File: src/rtl/debug_uart_tx_if.sv
// rtl/debug_uart_tx_if.sv - capture inputs and UART/status outputs of the debug UART transmitter
interface debug_uart_tx_if #(
    parameter int FIFO_DEPTH = 8
);
    localparam int CW = $clog2(FIFO_DEPTH) + 1;

    logic [3:0]    opcode;
    logic [7:0]    debug_dout;
    logic          tx;
    logic          tx_busy;
    logic [CW-1:0] fifo_count;
    logic          overflow;

    modport master (
        output opcode, debug_dout,
        input  tx, tx_busy, fifo_count, overflow
    );

    modport slave (
        input  opcode, debug_dout,
        output tx, tx_busy, fifo_count, overflow
    );
endinterface

File: src/rtl/debug_uart_tx.sv
// rtl/debug_uart_tx.sv - captures LD/ST debug bytes into a FIFO and sends them as UART 8N1 frames
module debug_uart_tx #(
    parameter int CLKS_PER_BIT = 16,
    parameter int FIFO_DEPTH   = 8
) (
    input  logic           clk,
    input  logic           rst_n,
    debug_uart_tx_if.slave bus
);
    localparam int PW = $clog2(FIFO_DEPTH);
    localparam int TW = $clog2(CLKS_PER_BIT);
    localparam logic [TW-1:0] BIT_END  = TW'(CLKS_PER_BIT - 1);
    localparam logic [TW-1:0] TMR_ONE  = TW'(1);
    localparam logic [PW:0]   FULL_CNT = (PW + 1)'(FIFO_DEPTH);
    localparam logic [PW:0]   CNT_ONE  = (PW + 1)'(1);
    localparam logic [PW-1:0] PTR_ONE  = PW'(1);

    typedef enum logic [1:0] {
        IDLE,
        START,
        DATA,
        STOP
    } state_t;

    logic          cap_q;
    logic [7:0]    mem_q [FIFO_DEPTH];
    logic [PW-1:0] wr_ptr_q;
    logic [PW-1:0] rd_ptr_q;
    logic [PW:0]   count_q;
    logic [PW:0]   count_d;
    logic          overflow_q;

    state_t        state_q;
    logic [TW-1:0] timer_q;
    logic [2:0]    bit_idx_q;
    logic [7:0]    shift_q;
    logic          tx_q;
    logic          busy_q;

    logic full;
    logic empty;
    logic push;
    logic pop;
    logic bit_end;

    // Full/empty come from the pre-edge count, so a push while full is dropped even if a pop frees a slot.
    assign full    = (count_q == FULL_CNT);
    assign empty   = (count_q == '0);
    assign push    = cap_q && !full;
    assign pop     = (state_q == IDLE) && !empty;
    assign bit_end = (timer_q == BIT_END);

    always_comb begin
        count_d = count_q;
        case ({push, pop})
            2'b10:   count_d = count_q + CNT_ONE;
            2'b01:   count_d = count_q - CNT_ONE;
            default: count_d = count_q;
        endcase
    end

    always_ff @(posedge clk) begin
        if (push) begin
            mem_q[wr_ptr_q] <= bus.debug_dout;
        end
    end

    // The debug register presents the byte one cycle after the LD/ST opcode, hence the delayed strobe.
    always_ff @(posedge clk or negedge rst_n) begin
        if (!rst_n) begin
            cap_q      <= 1'b0;
            wr_ptr_q   <= '0;
            rd_ptr_q   <= '0;
            count_q    <= '0;
            overflow_q <= 1'b0;
        end else begin
            cap_q   <= (bus.opcode == 4'h5) || (bus.opcode == 4'h6);
            count_q <= count_d;
            if (push) begin
                wr_ptr_q <= wr_ptr_q + PTR_ONE;
            end
            if (pop) begin
                rd_ptr_q <= rd_ptr_q + PTR_ONE;
            end
            if (cap_q && full) begin
                overflow_q <= 1'b1;
            end
        end
    end

    // tx/busy are registered alongside the state so each line level starts on the same edge as its state.
    always_ff @(posedge clk or negedge rst_n) begin
        if (!rst_n) begin
            state_q   <= IDLE;
            timer_q   <= '0;
            bit_idx_q <= 3'd0;
            shift_q   <= 8'h00;
            tx_q      <= 1'b1;
            busy_q    <= 1'b0;
        end else begin
            case (state_q)
                IDLE: begin
                    tx_q <= 1'b1;
                    if (pop) begin
                        shift_q <= mem_q[rd_ptr_q];
                        timer_q <= '0;
                        state_q <= START;
                        tx_q    <= 1'b0;
                        busy_q  <= 1'b1;
                    end
                end
                START: begin
                    if (bit_end) begin
                        timer_q   <= '0;
                        bit_idx_q <= 3'd0;
                        state_q   <= DATA;
                        tx_q      <= shift_q[0];
                    end else begin
                        timer_q <= timer_q + TMR_ONE;
                    end
                end
                DATA: begin
                    if (bit_end) begin
                        timer_q <= '0;
                        shift_q <= {1'b0, shift_q[7:1]};
                        if (bit_idx_q == 3'd7) begin
                            state_q <= STOP;
                            tx_q    <= 1'b1;
                        end else begin
                            bit_idx_q <= bit_idx_q + 3'd1;
                            tx_q      <= shift_q[1];
                        end
                    end else begin
                        timer_q <= timer_q + TMR_ONE;
                    end
                end
                STOP: begin
                    if (bit_end) begin
                        timer_q <= '0;
                        state_q <= IDLE;
                        busy_q  <= 1'b0;
                    end else begin
                        timer_q <= timer_q + TMR_ONE;
                    end
                end
                default: begin
                    state_q <= IDLE;
                    tx_q    <= 1'b1;
                    busy_q  <= 1'b0;
                end
            endcase
        end
    end

    assign bus.tx         = tx_q;
    assign bus.tx_busy    = busy_q;
    assign bus.fifo_count = count_q;
    assign bus.overflow   = overflow_q;

endmodule

File: src/flat_wrapper.sv
// flat-port wrapper written by rule: the top's interface ports become plain ports
module debug_uart_tx_flat 
#(
    parameter int CLKS_PER_BIT = 16,
    parameter int FIFO_DEPTH   = 8
)
  (clk, rst_n, bus_opcode, bus_debug_dout, bus_tx, bus_tx_busy, bus_fifo_count, bus_overflow);
  debug_uart_tx_if #(.FIFO_DEPTH(FIFO_DEPTH)) bus_i ();
  input  logic clk;
  input  logic rst_n;
  input wire logic [$bits(bus_i.opcode)-1:0] bus_opcode;
  input wire logic [$bits(bus_i.debug_dout)-1:0] bus_debug_dout;
  output wire logic [$bits(bus_i.tx)-1:0] bus_tx;
  output wire logic [$bits(bus_i.tx_busy)-1:0] bus_tx_busy;
  output wire logic [$bits(bus_i.fifo_count)-1:0] bus_fifo_count;
  output wire logic [$bits(bus_i.overflow)-1:0] bus_overflow;
  assign bus_i.opcode = bus_opcode;
  assign bus_i.debug_dout = bus_debug_dout;
  assign bus_tx = bus_i.tx;
  assign bus_tx_busy = bus_i.tx_busy;
  assign bus_fifo_count = bus_i.fifo_count;
  assign bus_overflow = bus_i.overflow;
  debug_uart_tx #(.CLKS_PER_BIT(CLKS_PER_BIT), .FIFO_DEPTH(FIFO_DEPTH)) u_core (.clk(clk), .rst_n(rst_n), .bus(bus_i));
endmodule
File: config.mk
export PLATFORM = sky130hd
export DESIGN_NAME = debug_uart_tx_flat
export DESIGN_NICKNAME = d
export VERILOG_FILES = /design/src/rtl/debug_uart_tx_if.sv /design/src/rtl/debug_uart_tx.sv /design/src/flat_wrapper.sv
export SDC_FILE = /design/constraint.sdc
export NUM_CORES = 1
export LEC_CHECK = 0
export CAP_MARGIN = 20
export CORE_UTILIZATION = 58
export CTS_CLUSTER_DIAMETER = 100
export DETAILED_ROUTE_END_ITERATION = 16
export DONT_BUFFER_PORTS = 1
export PLACE_DENSITY_LB_ADDON = 0.1
export SLEW_MARGIN = 25
export SYNTH_ARGS = -nofsm -noshare
export SYNTH_HDL_FRONTEND = slang
export SYNTH_SLANG_ARGS = --single-unit
File: constraint.sdc
create_clock -name clk -period 6.02 [get_ports clk]
set_input_delay 0 -clock clk [delete_from_list [all_inputs] [get_ports clk]]
set_output_delay 0 -clock clk [all_outputs]
set_load 0.005 [all_outputs]
==> reports/qor_table.md <==
| Item | This run | Unit |
|---|---|---|
| Slew headroom | 40.3 | % |
| TritonCTS clock tree | built | - |
| Buffer levels on the longest clock path | 2 | - |
| Clock Sink Count | 95 | - |
| Data arrival time at the worst-slack endpoint | 2.88 | ns |
| Share of the core filled with cells in the final layout | 66.6 | % |
| HPWL after detailed placement | 4.64 | mm |
| Status | completed | - |
| X dimension of the die | 86.6 | um |
| Detailed-routing iteration count for the pre-antenna-repair pass | 5 | - |
| Setup crit end kind | flop | - |
| Synthesis-stage register bit count | 95 | - |
| Clock root buffer | sky130_fd_sc_hd__clkbuf_8 | - |
| Overall via count from detail_route | 2210 | - |
| Reg-to-reg setup timing slack | 3.38 | ns |
| Area share of the largest cell type after synthesis | 46.3 | % |
| Minimum clock period | 2.64 | ns |
| Number of hold violations in the final report | 0 | - |
| Worst supply voltage drop on vdd | 0.215 | mV |
| Number of fill cells in the layout | 497 | - |
| Yosys synthesis warning count | 0 | - |
| IO Port Bufs | 0 | - |
| Number of global-route vias before repair | 2230 | - |
| Iteration-0 DRC Markers | 197 | - |
| Startpoint types | flop | - |
| Fraction of final layout cells sized beyond drive strength 1 | 15.5 | % |
| Largest net degree at the start of global routing | 32 | - |
| Clock transition at the registers of the reported paths | 0.10 | ns |
| Maximum achievable frequency | 378 | MHz |
| Final Wtd Congestion | 0.822 | - |
| Leading register cell type out of synthesis | sky130_fd_sc_hd__edfxtp_1 | - |
| Per-cell via count in the routed design | 5.71 | - |
| Hold WC Path Type | in2async | - |
| Post-detailed-route DRC marker count | 0 | - |
| Pwr per Cell Area | 442 | nW/um2 |
| Maximum fanout along the worst path | 8 | - |
| Number of buffers created by CTS | 9 | - |
| Fin nets | 313 | - |
| Antenna violations before repair | 0 | - |
| Synth Net Count | 296 | - |
| Worst Hold Margin | 0.0791 | ns |
| Synth Cell Area | 4150 | um2 |
| Post-synth ARST share | 32.6 | % |
| Later-pin clock latency in the skew report | 0.35 | ns |
| Overall die height | 86.6 | um |
| Total die area | 7490 | um2 |
| Routed wire length | 6.90 | mm |
| Std-Cell Rows | 30 | - |
| Synthesis-to-finish area growth | 9.81 | % |
| Critical path data required time | 6.26 | ns |
| Antenna cell count | 0 | - |
| Wire length of the first global-routing pass | 11.1 | mm |
| Setup TNS after final layout | 0 | ns |
| Final count of negative-setup-slack endpoints | 0 | - |
| H-tree depth reported by CTS | 3 | - |
| Worst Tran Pin Value | 0.893 | ns |
| Average wire length per cell after detail routing | 17.8 | um |
| Total global-route track usage | 20.4 | % |
| Initial Utilization | 60.7 | % |
| Antenna-violating nets left | 0 | - |
| Leakage power of the design | 1.67 | nW |
| Floorplan core area | 6830 | um2 |
| Unrepaired setup endpoints after global routing | false | - |
| Fraction of the yosys area taken by sequential cells | 65.1 | % |
| Number of placed I/O pins | 21 | - |
| Post-cts sizing count | 0 | - |
| Number of max-cap violations | 0 | - |
| Count of unique library cells instantiated by Yosys | 49 | - |
| Total grt overflow | 0 | - |
| EDFF count, synth | 64 | - |
| Top cells by area, synth | sky130_fd_sc_hd__edfxtp_1, sky130_fd_sc_hd__dfrtp_1, sky130_fd_sc_hd__mux4_2 | - |
| Synthesized instance count | 269 | - |
| Average size of a mapped cell | 15.4 | um2 |
| Cell type with the largest total area after synthesis | sky130_fd_sc_hd__edfxtp_1 | - |
| Final Slew Violations | 0 | - |
| Final worst-path cycle share | 43.9 | % |
| Critical path class | reg2reg | - |
| Worst Skew | 0.00901 | ns |
logic make-up after synthesis:
group                      count (synthesis)  share of synthesized area, %
AOI/OAI and AO/OA                         36                          6.82
xor gates and xnor gates                   9                          1.90
adders and majority gates                 13                          3.92
buffers and inverters                     20                          2.50
DFF                                       95                          65.1
muxes                                     27                          11.5
and+or+nand+nor                           69                          8.27
registers in the layout, indices dropped and copies added (netlist names):
signal                 cells
u_core.mem_q              64
u_core.shift_q             8
u_core.bus.fifo_count      4
u_core.timer_q             4
u_core.bit_idx_q           3
u_core.rd_ptr_q            3
u_core.wr_ptr_q            3
u_core.state_q             2
u_core.bus.overflow        1
u_core.bus.tx              1
u_core.bus.tx_busy         1
u_core.cap_q               1
critical path: stages (launching register included):
cell and delay, ns:
sky130_fd_sc_hd__dfrtp_1 0.42, sky130_fd_sc_hd__inv_1 0.14, sky130_fd_sc_hd__ha_1 0.27, sky130_fd_sc_hd__nor2b_1 0.53, sky130_fd_sc_hd__ha_1 0.37, sky130_fd_sc_hd__xor2_1 0.10
sky130_fd_sc_hd__ha_1 0.19, sky130_fd_sc_hd__a21oi_1 0.14, sky130_fd_sc_hd__xor2_1 0.15, sky130_fd_sc_hd__nor2_1 0.06, sky130_fd_sc_hd__xor2_1 0.14
through the flow:
stage          total power, mW  instances  instance area [um2]  worst slack [ns]
2_1_floorplan             1.49        269                 4150              3.76
3_3_place_gp              1.59        359                 4230              3.54
3_5_place_dp              1.61        359                 4230              3.37
4_1_cts                   2.03        387                 4550              3.34
5_1_grt                   2.14        387                 4550              3.09
6_report                  2.01        387                 4550              3.38
cell usage in the layout, fill, tap and decap left out, types with 2 or more instances in the layout:
| cell | synthesis | routed |
|---|---|---|
| sky130_fd_sc_hd__and3_1 | 2 | 2 |
| sky130_fd_sc_hd__buf_4 | 1 | 3 |
| sky130_fd_sc_hd__nand2_1 | 22 | 22 |
| sky130_fd_sc_hd__ha_1 | 13 | 13 |
| sky130_fd_sc_hd__dfrtp_1 | 30 | 30 |
| sky130_fd_sc_hd__xor2_1 | 4 | 4 |
| sky130_fd_sc_hd__inv_1 | 11 | 11 |
| sky130_fd_sc_hd__xnor2_1 | 5 | 5 |
| sky130_fd_sc_hd__o21ai_1 | 3 | 3 |
| sky130_fd_sc_hd__o21ai_0 | 9 | 9 |
| sky130_fd_sc_hd__inv_8 | 0 | 2 |
| sky130_fd_sc_hd__dlygate4sd3_1 | 0 | 11 |
| sky130_fd_sc_hd__inv_6 | 0 | 2 |
| sky130_fd_sc_hd__mux2i_1 | 9 | 9 |
| sky130_fd_sc_hd__nand3_1 | 4 | 4 |
| sky130_fd_sc_hd__nor2b_1 | 3 | 3 |
| sky130_fd_sc_hd__mux4_2 | 16 | 16 |
| sky130_fd_sc_hd__a21oi_1 | 2 | 2 |
| sky130_fd_sc_hd__clkbuf_8 | 0 | 9 |
| sky130_fd_sc_hd__a21o_1 | 2 | 2 |
| sky130_fd_sc_hd__a22o_1 | 4 | 4 |
| sky130_fd_sc_hd__nor2_1 | 18 | 18 |
| sky130_fd_sc_hd__nor3_1 | 5 | 5 |
| sky130_fd_sc_hd__nand2b_1 | 6 | 6 |
| sky130_fd_sc_hd__edfxtp_1 | 64 | 64 |
| sky130_fd_sc_hd__a221o_1 | 5 | 5 |
synthesized netlist by cell type, types with 5 or more instances:
cell and n:
sky130_fd_sc_hd__edfxtp_1 64, sky130_fd_sc_hd__nor2_1 18, sky130_fd_sc_hd__xnor2_1 5, sky130_fd_sc_hd__nor3_1 5, sky130_fd_sc_hd__inv_1 11, sky130_fd_sc_hd__a221o_1 5
sky130_fd_sc_hd__mux2i_1 9, sky130_fd_sc_hd__o21ai_0 9, sky130_fd_sc_hd__mux4_2 16, sky130_fd_sc_hd__ha_1 13, sky130_fd_sc_hd__nand2b_1 6, sky130_fd_sc_hd__nand2_1 22
sky130_fd_sc_hd__dfrtp_1 30
path summary, 6_finish.rpt:
kind,start,to,cells after the start
setup / recovery,u_core.state_q[0]$_DFFE_PN0P_,u_core.bus.fifo_count[2]$_DFFE_PN0P_,10
hold / removal,rst_n,u_core.timer_q[2]$_DFFE_PN0P_,2
setup reg to reg,u_core.state_q[0]$_DFFE_PN0P_,u_core.bus.fifo_count[2]$_DFFE_PN0P_,10
hold reg to reg,u_core.cap_q$_DFF_PN0_,u_core.bus.overflow$_DFFE_PN0P_,1
max in group asynchronous,rst_n,u_core.bus.tx$_DFFE_PN1P_,2
min in group clk,bus_opcode[2],u_core.cap_q$_DFF_PN0_,2
routing by layer:
metal	up-vias	GRT usage, %	wire (um)
li1	1050	-	-
met1	1107	28.8	3240
met2	42	32.5	3330
met3	11	4.10	240
met4	0	6.67	89
met5	-	0	0
what timing repair did:
action | 4_1_cts | 5_1_grt
hold buffers | 12 | 0
buffers inserted | 0 | 0
endpoints found under the setup margin | 0 | 0
hold endpoints to repair | 96 | 0
area by class of cell:
cell class / instances / area (um2) / area share, %
Sequential cell: 95 / 2700 / 59.3
Inverter: 11 / 41.3 / 0.907
Multi-Input combinational cell: 154 / 1340 / 29.5
Clock buffer: 9 / 124 / 2.72
Clock inverter: 7 / 72.6 / 1.59
Tap cell: 96 / 120 / 2.64
Timing Repair Buffer: 15 / 153 / 3.35
where the power goes:
part / internal, mW / switching (mW) / total (mW)
combinational: 0.340 / 0.326 / 0.666
sequential: 0.810 / 0.132 / 0.942
clock: 0.163 / 0.241 / 0.404
Power figures use the tool's default switching activity.
